### src/rtl/uart_rx.sv
// 8N1 UART receiver: 2-flop synchroniser, centre sampling, DV strobe and framing-error strobe.
// Optional build macro UART_RX_MAJORITY_EN selects 2-of-3 majority sampling around each sample point.
module uart_rx #(
  parameter int unsigned CLKS_PER_BIT = 434
) (
  input  logic       i_Clock,
  input  logic       i_Rst_n,
  input  logic       i_Rx_Serial,
  output logic       o_Rx_DV,
  output logic [7:0] o_Rx_Byte,
  output logic       o_Rx_Frame_Err,
  output logic       o_Rx_Active
);

  localparam int unsigned CNT_W  = 12;
  localparam int unsigned IDX_W  = 3;
  localparam int unsigned DATA_W = 8;
  localparam logic [CNT_W-1:0] HALF_CNT = CNT_W'((CLKS_PER_BIT - 1) / 2);
  localparam logic [CNT_W-1:0] LAST_CNT = CNT_W'(CLKS_PER_BIT - 1);
  localparam logic [IDX_W-1:0] LAST_IDX = IDX_W'(DATA_W - 1);

  typedef enum logic [2:0] {
    s_IDLE         = 3'd0,
    s_RX_START_BIT = 3'd1,
    s_RX_DATA_BITS = 3'd2,
    s_RX_STOP_BIT  = 3'd3,
    s_CLEANUP      = 3'd4,
    s_WAIT_IDLE    = 3'd5
  } state_t;

  state_t              state_q, state_d;
  logic [CNT_W-1:0]    r_Clock_Count, clock_count_d;
  logic [IDX_W-1:0]    r_Bit_Index, bit_index_d;
  logic [DATA_W-1:0]   r_Shift, shift_d;
  logic [DATA_W-1:0]   rx_byte_d;
  logic                rx_dv_d, frame_err_d, active_d;
  logic                rx_meta, rx_s;
  logic                sample_c;

  // Two-flop synchroniser; resets to the idle (high) line level
  always_ff @(posedge i_Clock or negedge i_Rst_n) begin
    if (!i_Rst_n) begin
      rx_meta <= 1'b1;
      rx_s    <= 1'b1;
    end else begin
      rx_meta <= i_Rx_Serial;
      rx_s    <= rx_meta;
    end
  end

`ifdef UART_RX_MAJORITY_EN
  // rx_hist[0] is rx_s one cycle back, rx_hist[1] two cycles back
  logic [1:0] rx_hist;

  always_ff @(posedge i_Clock or negedge i_Rst_n) begin
    if (!i_Rst_n) begin
      rx_hist <= 2'b11;
    end else begin
      rx_hist <= {rx_hist[0], rx_s};
    end
  end

  always_comb begin
    sample_c = (rx_hist[1] & rx_hist[0]) | (rx_hist[1] & rx_s) | (rx_hist[0] & rx_s);
  end
`else
  always_comb begin
    sample_c = rx_s;
  end
`endif

  // State and datapath registers
  always_ff @(posedge i_Clock or negedge i_Rst_n) begin
    if (!i_Rst_n) begin
      state_q        <= s_IDLE;
      r_Clock_Count  <= '0;
      r_Bit_Index    <= '0;
      r_Shift        <= '0;
      o_Rx_Byte      <= '0;
      o_Rx_DV        <= 1'b0;
      o_Rx_Frame_Err <= 1'b0;
      o_Rx_Active    <= 1'b0;
    end else begin
      state_q        <= state_d;
      r_Clock_Count  <= clock_count_d;
      r_Bit_Index    <= bit_index_d;
      r_Shift        <= shift_d;
      o_Rx_Byte      <= rx_byte_d;
      o_Rx_DV        <= rx_dv_d;
      o_Rx_Frame_Err <= frame_err_d;
      o_Rx_Active    <= active_d;
    end
  end

  // Next-state and next-output logic
  always_comb begin
    state_d       = state_q;
    clock_count_d = r_Clock_Count;
    bit_index_d   = r_Bit_Index;
    shift_d       = r_Shift;
    rx_byte_d     = o_Rx_Byte;
    rx_dv_d       = 1'b0;
    frame_err_d   = 1'b0;
    active_d      = o_Rx_Active;

    case (state_q)
      s_IDLE: begin
        clock_count_d = '0;
        bit_index_d   = '0;
        if (!rx_s) begin
          state_d  = s_RX_START_BIT;
          active_d = 1'b1;
        end
      end

      s_RX_START_BIT: begin
        if (r_Clock_Count == HALF_CNT) begin
          clock_count_d = '0;
          if (!sample_c) begin
            state_d = s_RX_DATA_BITS;
          end else begin
            // Start bit did not survive to mid-bit: treat as a glitch
            state_d  = s_IDLE;
            active_d = 1'b0;
          end
        end else begin
          clock_count_d = r_Clock_Count + CNT_W'(1);
        end
      end

      s_RX_DATA_BITS: begin
        if (r_Clock_Count == LAST_CNT) begin
          clock_count_d         = '0;
          shift_d[r_Bit_Index]  = sample_c;
          if (r_Bit_Index == LAST_IDX) begin
            bit_index_d = '0;
            state_d     = s_RX_STOP_BIT;
          end else begin
            bit_index_d = r_Bit_Index + IDX_W'(1);
          end
        end else begin
          clock_count_d = r_Clock_Count + CNT_W'(1);
        end
      end

      s_RX_STOP_BIT: begin
        if (r_Clock_Count == LAST_CNT) begin
          clock_count_d = '0;
          if (sample_c) begin
            rx_byte_d = r_Shift;
            rx_dv_d   = 1'b1;
            state_d   = s_CLEANUP;
          end else begin
            frame_err_d = 1'b1;
            active_d    = 1'b0;
            state_d     = s_WAIT_IDLE;
          end
        end else begin
          clock_count_d = r_Clock_Count + CNT_W'(1);
        end
      end

      s_CLEANUP: begin
        active_d = 1'b0;
        state_d  = s_IDLE;
      end

      // A held-low line (break) must return high before the next start is accepted
      s_WAIT_IDLE: begin
        active_d = 1'b0;
        if (rx_s) begin
          state_d = s_IDLE;
        end
      end

      default: begin
        active_d = 1'b0;
        state_d  = s_IDLE;
      end
    endcase
  end

endmodule

### config.mk
export PLATFORM = sky130hd
export DESIGN_NAME = uart_rx
export DESIGN_NICKNAME = d
export VERILOG_FILES = /design/src/rtl/uart_rx.sv
export SDC_FILE = /design/constraint.sdc
export NUM_CORES = 1
export LEC_CHECK = 0
export CAP_MARGIN = 20
export CORE_MARGIN = 2
export CORE_UTILIZATION = 49
export DETAILED_ROUTE_END_ITERATION = 10
export PLACE_DENSITY = 0.68
export SYNTH_ARGS = -nofsm -noshare
export SYNTH_HDL_FRONTEND = slang
export SYNTH_SLANG_ARGS = --single-unit
export TNS_END_PERCENT = 1
### constraint.sdc
create_clock -name i_Clock -period 2.2 [get_ports i_Clock]
set_input_delay 0.44 -clock i_Clock [delete_from_list [all_inputs] [get_ports i_Clock]]
set_output_delay 0.44 -clock i_Clock [all_outputs]
set_load 0.02 [all_outputs]
==> run_results.csv <==
group,metric,value,unit
clock_network,cts_root_buf,"clkbuf_8",
grt,antenna_found_initial,0,
detailed_routing,wl_per_cell,15.2,um
worst_setup_path,crit_arrival,2.24,ns
clock_network,clk_pin_slew,0.08,ns
worst_setup_path,reg2reg_from,"r_Clock_Count[1]",
detailed_routing,drt_pass1_iterations,4,
worst_setup_path,crit_buf_inv,2,
floorplanning,die-height,68.6,um
final_layout,drive_gt1_share,21.2,%
floorplanning,io-pin-count,14,
synth,synth-main-ff-cell,"dfrtp_1",
min_path,holdCritPathClass,"in2async",
timing,hold_viol,0,
detailed_routing,num_vias,1596,
timing,slew-limit-headroom,41.9,%
detailed_routing,drc,0,
final_layout,utilization,58.6,%
floorplanning,core-area,4000,um2
floorplanning,rows,23,
synth,yosysSeqAreaShare,47.9,%
detailed_routing,wl,4.19,mm
floorplanning,fp.dieW,68.6,um
timing,skew,0.0104,ns
timing,setup_violations,0,
worst_setup_path,r2r_end,"r_Shift[2]",
synth,ys_ff_latch,39,
worst_setup_path,critical_path.max_stage_delay,0.43,ns
power,leakagePower,0.985,nW
clock_network,clk_latency,0.30,ns
final_layout,diodes,0,
worst_setup_path,criticalPathCategory,"reg2reg",
placed_design,portBuffers,13,
placed_design,hpwl,3.00,mm
timing,fmax,0.484,GHz
synth,ys_async_sr_fraction,100,%
placed_design,postPlaceCellArea,2250,um2
worst_setup_path,crit_required,2.38,ns
timing,grt_setup_unrepaired,"no",
grt,track_usage,20.3,%
synth,synth_top_area_share,45.3,%
run_status,status,"finished, final reports clean",
grt,grt_pass1_wl,7.04,mm
floorplanning,dieArea,4700,um2
detailed_routing,vias_per_cell,5.78,
synth,synth_area,2040,um2
timing,fin_crit,2.07,ns
clock_network,cts_sinks,39,
synth,synth_enable_flop_cells,0,
timing,fin_setup_tns,0,ns
final_layout,final_common_cell,"dfrtp_1",
worst_setup_path,cp-start-kind,"flop",
clock_network,postCtsSetupRepairBufs,0,
detailed_routing,drt_iter0_markers,135,
run,drv_cap,0,
final_layout,num-nets-final,233,
timing,finalCritPeriodShare,93.9,%
worst_setup_path,worst-path-max-fanout,11,
clock_network,clk_path_buf_depth,2,
timing,timing.hold.ws,0.255,ns
clock_network,htree_num_levels,2,
worst_setup_path,reg2regPathDepth,8,
timing,tightest_slew,0.872,ns
detailed_routing,drtAntennaViolNets,0,
synth,syn-num-nets,216,
grt,grt_start_max_net_pins,40,
placed_design,place.gp.congestion,0.898,
grt,grt.overflow.total,0,
final_layout,stdcell_area,2350,um2
synth,synthCells,208,
synth,yosysWarnings,0,
synth,synth_cell_type_count,41,
grt,grt_pass1_vias,1466,
worst_setup_path,cp-end-kind,"flop",
floorplanning,initial_core_util,51.0,%
synth,yosys-top-cells-area,"dfrtp_1, mux2_2, nor2_1",
final_layout,mostFrequentLayoutCells,"dfrtp_1, nor2_1, nand2_1, mux2_2, nor3_1",
timing,slew_violations,0,
power,ir_drop,312,uV
power,power.density,519,nW/um2
synth,yosys.area.top_type,"dfrtp_1",
worst_setup_path,regToRegSetupSlack,0.13,ns
clock_network,cts_buffers,5,
final_layout,area_growth,14.9,%
worst_setup_path,cpMaxStageDelayCell,"dfrtp_1",
clock_network,tritoncts,"yes",
worst_setup_path,cp_cell_sequence,"inv_1, ha_1, nand2_1, nor4_4, nand2_2, buf_4, nor4_2, mux2_2",
worst_setup_path,critPathTopFamily,"simple AND/OR/NAND/NOR gates",
synth,syn_avg_cell_area,9.82,um2
worst max-delay path by stage:
stage | to | slack, ns | cells after the start | start
after floorplan | r_Shift[2] | 0.29 | 8 | r_Clock_Count[1]
after global placement | r_Shift[0] | 0.15 | 6 | r_Clock_Count[9]
after detailed placement | r_Shift[0] | 0.09 | 8 | r_Clock_Count[1]
after CTS | r_Shift[0] | 0.07 | 8 | r_Clock_Count[1]
after global routing | r_Clock_Count[2] | 0.01 | 6 | r_Clock_Count[0]
final | r_Shift[2] | 0.13 | 8 | r_Clock_Count[1]
stage by stage:
| stage | cells | setup WS (ns) | total power (W) |
|---|---|---|---|
| 6_report | 276 | 0.134 | 0.00122 |
| 3_5_place_dp | 268 | 0.0944 | 0.000757 |
| 3_3_place_gp | 268 | 0.153 | 0.000757 |
| 2_1_floorplan | 208 | 0.288 | 0.000738 |
| 4_1_cts | 276 | 0.0723 | 0.00123 |
| 5_1_grt | 276 | 0.00995 | 0.00126 |
synth_stat cells, types with 2 or more instances:
library cell  count
dfrtp_1          37
nor2_1           21
mux2_2           18
nand2_1          18
nor3_1           13
a21oi_1          10
nand3_1           9
nand4_1           8
o21ai_0           8
clkbuf_1          7
inv_1             6
buf_2             5
ha_1              5
nor4_1            4
o211ai_1          4
a31oi_1           2
and3_1            2
dfstp_2           2
mux2i_1           2
nand2_2           2
nand2b_1          2
o22ai_1           2
or2_2             2
or3_1             2
layout make-up:
type | instances | area (um2)
Timing Repair Buffer | 23 | 200
Sequential cell | 39 | 978
Fill cell | 344 | 1650
Tap cell | 50 | 62.6
Clock buffer | 6 | 72.6
Multi-Input combinational cell | 149 | 993
Inverter | 7 | 26.3
Clock inverter | 2 | 12.5
cells by family (layout without fill, tap and decap cells):
| group | Yosys count | after routing | synth area share, % |
|---|---|---|---|
| flops | 39 | 39 | 47.9 |
| simple gates | 90 | 90 | 23.5 |
| mux | 20 | 20 | 10.9 |
| buf+inv | 20 | 38 | 4.17 |
| compound gates | 33 | 33 | 9.99 |
| fa+ha+maj | 5 | 5 | 3.06 |
| xor+xnor | 1 | 1 | 0.429 |
where the power goes:
part            total, W  switching, W  leakage (nW)  internal, W
clock network   0.000476      0.000254        0.0412     0.000222
logic          0.0000217     0.0000174         0.426   0.00000427
registers       0.000720   0.000000758         0.518     0.000720
layer usage:
metal	GRT usage, %	up-vias	wire length [um]
met4	7.25	0	63
met3	5.36	10	258
met1	28.5	748	1940
met2	30.3	56	1920
li1	-	782	-
met5	0	-	0
registers in the layout (all words and copies together), names as in the netlist, 3 cells and up:
name,flops
o_Rx_Byte,8
state_q,3
r_Bit_Index,3
r_Clock_Count,12
r_Shift,8
what timing repair did:
action / CTS / global route
gates resized for setup: 0 / 2
setup endpoints to repair: 0 / 5
hold endpoints to repair: 0 / 0
hold buffers: 0 / 0
No activity file was read; power rests on OpenSTA's default activity.
